`src/rtl/fu_result_collector.sv`:
```
// fu_result_collector: fans the seven functional-unit results back into one registered writeback slot.
// Define RESULT_COLLECTOR_RR_EN for round-robin arbitration; otherwise the lowest valid unit index wins.
module fu_result_collector #(
  parameter int N        = 16,
  parameter int SEL_LINE = 4,
  parameter int RD_W     = 4,
  parameter int NUM_FU   = 7
) (
  input  logic                     clk,
  input  logic                     rst_n,
  input  logic [NUM_FU-1:0]        fu_valid,
  input  logic [NUM_FU*N-1:0]      fu_result,
  input  logic [NUM_FU*RD_W-1:0]   fu_rd,
  output logic [NUM_FU-1:0]        fu_ready,
  output logic                     wb_valid,
  input  logic                     wb_ready,
  output logic [N-1:0]             wb_data,
  output logic [RD_W-1:0]          wb_rd,
  output logic [SEL_LINE-1:0]      wb_opcode,
  output logic [15:0]              stall_cnt
);

  logic                wbValid_q, wbValid_d;
  logic [N-1:0]        wbData_q, wbData_d;
  logic [RD_W-1:0]     wbRd_q, wbRd_d;
  logic [SEL_LINE-1:0] wbOpcode_q, wbOpcode_d;
  logic [15:0]         stallCnt_q, stallCnt_d;

  logic                loadOk;
  logic                anyValid;
  logic                transfer;
  logic [2:0]          grant;
  logic [N-1:0]        selData;
  logic [RD_W-1:0]     selRd;
  logic [2:0]          validCnt;

`ifdef RESULT_COLLECTOR_RR_EN
  logic [2:0]          ptr_q, ptr_d;
  logic [3:0]          idx;
`endif

  assign loadOk   = !wbValid_q || wb_ready;
  assign transfer = rst_n && loadOk && anyValid;

  always_comb begin
    grant    = 3'd0;
    anyValid = 1'b0;
`ifdef RESULT_COLLECTOR_RR_EN
    idx = 4'd0;
    // Search starts one past the last granted unit and wraps 6 -> 0.
    for (int k = 0; k < NUM_FU; k++) begin
      idx = {1'b0, ptr_q} + 4'd1 + 4'(k);
      if (idx >= 4'(NUM_FU)) idx = idx - 4'(NUM_FU);
      if (!anyValid && fu_valid[idx[2:0]]) begin
        grant    = idx[2:0];
        anyValid = 1'b1;
      end
    end
`else
    for (int k = NUM_FU - 1; k >= 0; k--) begin
      if (fu_valid[k]) begin
        grant    = 3'(k);
        anyValid = 1'b1;
      end
    end
`endif
  end

  always_comb begin
    selData  = '0;
    selRd    = '0;
    validCnt = 3'd0;
    fu_ready = '0;
    for (int i = 0; i < NUM_FU; i++) begin
      validCnt = validCnt + 3'(fu_valid[i]);
      if (grant == 3'(i)) begin
        selData = fu_result[i*N +: N];
        selRd   = fu_rd[i*RD_W +: RD_W];
      end
    end
    if (transfer) fu_ready[grant] = 1'b1;
  end

  always_comb begin
    wbValid_d  = wbValid_q;
    wbData_d   = wbData_q;
    wbRd_d     = wbRd_q;
    wbOpcode_d = wbOpcode_q;
    stallCnt_d = stallCnt_q;
    // Results aimed at r0 are accepted from the unit but never reach the slot.
    if (transfer && selRd != '0) begin
      wbValid_d  = 1'b1;
      wbData_d   = selData;
      wbRd_d     = selRd;
      wbOpcode_d = SEL_LINE'(grant);
    end else if (wbValid_q && wb_ready) begin
      wbValid_d = 1'b0;
    end
    if (validCnt > {2'b00, transfer} && stallCnt_q != 16'hFFFF)
      stallCnt_d = stallCnt_q + 16'd1;
  end

`ifdef RESULT_COLLECTOR_RR_EN
  always_comb begin
    ptr_d = ptr_q;
    if (transfer) ptr_d = grant;
  end

  always_ff @(posedge clk or negedge rst_n) begin
    if (!rst_n) ptr_q <= 3'd6;
    else        ptr_q <= ptr_d;
  end
`endif

  always_ff @(posedge clk or negedge rst_n) begin
    if (!rst_n) begin
      wbValid_q  <= 1'b0;
      wbData_q   <= '0;
      wbRd_q     <= '0;
      wbOpcode_q <= '0;
      stallCnt_q <= 16'd0;
    end else begin
      wbValid_q  <= wbValid_d;
      wbData_q   <= wbData_d;
      wbRd_q     <= wbRd_d;
      wbOpcode_q <= wbOpcode_d;
      stallCnt_q <= stallCnt_d;
    end
  end

  assign wb_valid  = wbValid_q;
  assign wb_data   = wbData_q;
  assign wb_rd     = wbRd_q;
  assign wb_opcode = wbOpcode_q;
  assign stall_cnt = stallCnt_q;

endmodule
```
`config.mk`:
```
export PLATFORM = sky130hd
export DESIGN_NAME = fu_result_collector
export DESIGN_NICKNAME = d
export VERILOG_FILES = /design/src/rtl/fu_result_collector.sv
export SDC_FILE = /design/constraint.sdc
export NUM_CORES = 1
export LEC_CHECK = 0
export ABC_AREA = 1
export BUFFER_PORTS_ARGS = -buffer_cell sky130_fd_sc_hd__buf_2
export CORE_ASPECT_RATIO = 1.5
export CORE_MARGIN = 2
export CORE_UTILIZATION = 39
export CTS_CLUSTER_DIAMETER = 80
export DETAILED_ROUTE_END_ITERATION = 12
export MAX_ROUTING_LAYER = met4
export PLACE_DENSITY = 0.89
export SLEW_MARGIN = 10
export SYNTH_ARGS = -nofsm -noshare
export SYNTH_HDL_FRONTEND = slang
export SYNTH_SLANG_ARGS = --single-unit
```
`constraint.sdc`:
```
create_clock -name clk -period 2.7 [get_ports clk]
set_input_delay 0.27 -clock clk [delete_from_list [all_inputs] [get_ports clk]]
set_output_delay 0.27 -clock clk [all_outputs]
set_load 0.02 [all_outputs]
```
==> flow_summary.ini <==
[logic_synthesis]
avgSynthCellArea_sq_um = 6.86
synthSimpleGateAreaFrac_pct = 46.4
yosys_warnings = 0
syn_nets = 598
synth_top_family_by_area = simple AND/OR/NAND/NOR gates
synth-seq-cells = 40
synthMuxAreaShare_pct = 0.371
syn_inst = 442
synthDistinctLibCells = 33
synth_seq_area_share_pct = 33.0
synthAdderAreaFrac_pct = 3.46
synth_xor_area_share_pct = 4.04
synth_area_sq_um = 3030
synth_compound_area_share_pct = 4.74

[sta]
fin_crit_sh_pct = 113
slew_headroom_pct = 24.8
layout_setup_ws_ns = -0.362
rsz0062_at_grt = yes
hold_violations = 0
max_clock_freq_mhz = 327
fin_worst_skew_ns = 0.00716
slew_viol_final = 0
setup_viol = 16
tightestPinTransition_ns = 1.12
fin_hold_ws_ns = 0.0349
min_period_ns = 3.06

[setup_path]
start_kind = input port
worstPathRequired_ns = 2.88
worst_ep_arrival_time_ns = 3.24
critPathKind = input port to register
crit_fanout = 3
cp-end-kind = register

[global_routing]
grt_pass1_wl_um = 17400
grt_antenna_before_repair = 0
grt_max_degree = 41
grt-ovfl-total = 0
first_global_vias = 3881
grt_usage_pct = 25.8

[clock_network]
insertion_delay_ns = 0.29
htreeDepth = 2
clockBufferDepth = 2
path_clk_slew_ns = 0.06
tritoncts = done
cts_root_buf = clkbuf_16
cts.sinks = 40
ctsHoldBuffers = 0
cts_buffers = 5

[detailed_routing]
ant_nets = 0
drc_errors = 0
vias = 3938
drt_iter0_drc = 249
first_pass_iters = 4
wl_per_cell_um = 14.8
via_per_inst = 5.27
drt_wl_total_um = 11000

[final_layout]
layout_commonest_cell = buf_2
area_delta_synth_final_pct = 46.3
num-fill-cells = 681
final_util_pct = 58.7
layout-drive-gt1-share_pct = 40.3
layout_common_cells = buf_2, nand2_1, nand3_1, dfrtp_1, nand4_1
diodes = 0
final_nets = 800

[outcome]
status = finished with violations
violations = setup timing

[floorplanning]
rows = 39
io_pins = 198
initial_core_util_pct = 40.1
dieWidth_um = 76.0
die_area_sq_um = 8520
core-area_sq_um = 7560
die_h_um = 112

[power]
power_density_nw_per_um2 = 610
power_mw = 2.71
ir_drop_mv = 0.444
p_leak_nw = 2.39

[hold_path]
min_path_type = input port to async pin

[place]
dpl.hpwl_um = 8820
gp_congestion = 0.908
portBuffers = 196

[flow_run]
cap_violations = 0
==> final timing paths <==
kind,start,cells after the start,slack (ns),endpoint
min in group clk,wb_ready,2,0.16,wb_valid
worst min register to register,wb_data[6],2,0.49,wb_data[6]
worst min-delay path,rst_n,2,0.03,wb_valid
worst max-delay path,fu_valid[0],14,-0.36,stall_cnt[1]
max in group asynchronous,rst_n,2,2.30,wb_data[2]
worst max register to register,wb_valid,12,0.59,stall_cnt[15]
==> synthesized netlist by cell type (all sizes together) <==
master,number,area share [%]
a21oi,3,0.74
nand4,26,5.4
nor4,4,0.82
inv,27,3.3
xnor2,5,1.4
mux2,1,0.37
ha,2,0.82
o21ai,6,1.1
xor2,9,2.6
clkbuf,6,0.74
fa,4,2.6
nor3,6,1.5
nand2,144,19
conb,1,0.12
buf,19,3.8
a31oi,14,2.9
nor2,30,4.2
nand3,93,15
nor3b,1,0.25
dfrtp,40,33
or2,1,0.21
==> what timing repair did <==
action                     CTS  global route
setup endpoints to repair   13            15
gates resized for setup      3             5
buffers inserted             2             3
pin swaps                    4             4
==> state kept, by name (all words and copies together), names as in the netlist <==
signal,count
wb_valid,1
wb_rd,4
wb_opcode,3
stall_cnt,16
wb_data,16
==> cell families (layout without fill, tap and decap cells) <==
group	after synthesis	in the layout
and+or+nand+nor	305	305
buffers and inverters	52	255
DFF	40	40
AOI/OAI and AO/OA	23	23
xor gates and xnor gates	14	14
adders and majority gates	6	6
other	1	1
muxes	1	1
==> layout make-up <==
cell class	count	area, sq um	area share, %
inverter	27	101	2.28
tap	102	128	2.88
clock buffer	6	129	2.90
timing repair buffer	220	1170	26.5
clock inverter	2	35.0	0.789
multi-input combinational	350	1870	42.1
sequential	40	1000	22.6
==> layer usage <==
metal	global-route usage [%]	routed length, um	vias to the layer above
li1	-	-	1887
met1	29.7	4180	1775
met2	43.1	5560	226
met3	4.34	787	50
met4	14.2	512	0
met5	-	0	-
==> power breakdown <==
part | switching [mW] | internal, mW | total [mW]
Combinational | 0.677 | 0.461 | 1.14
Clock | 0.230 | 0.434 | 0.664
Sequential | 0.149 | 0.756 | 0.905
Total | 1.06 | 1.65 | 2.71
==> worst max-delay path, stage by stage <==
cell and delay, ns:
buf_6 0.10, fa_1 0.53, inv_1 0.06, fa_1 0.47, fa_2 0.35, inv_2 0.06, fa_1 0.41, nor2_2 0.14
o21ai_4 0.08, nand2_2 0.12, buf_4 0.13, buf_4 0.09, buf_4 0.11, mux2_2 0.32
==> stage by stage <==
step | std cells | area (sq um) | setup TNS (ns) | setup slack, ns
finish | 747 | 4440 | -2.83 | -0.362
global route | 747 | 4440 | -4.32 | -0.523
CTS | 744 | 4390 | -1.51 | -0.304
detailed placement | 735 | 4210 | -6.60 | -0.649
global placement | 735 | 4210 | -5.03 | -0.521
floorplan | 442 | 3080 | -1.85 | -0.471
No activity file was read; power rests on OpenSTA's default activity.
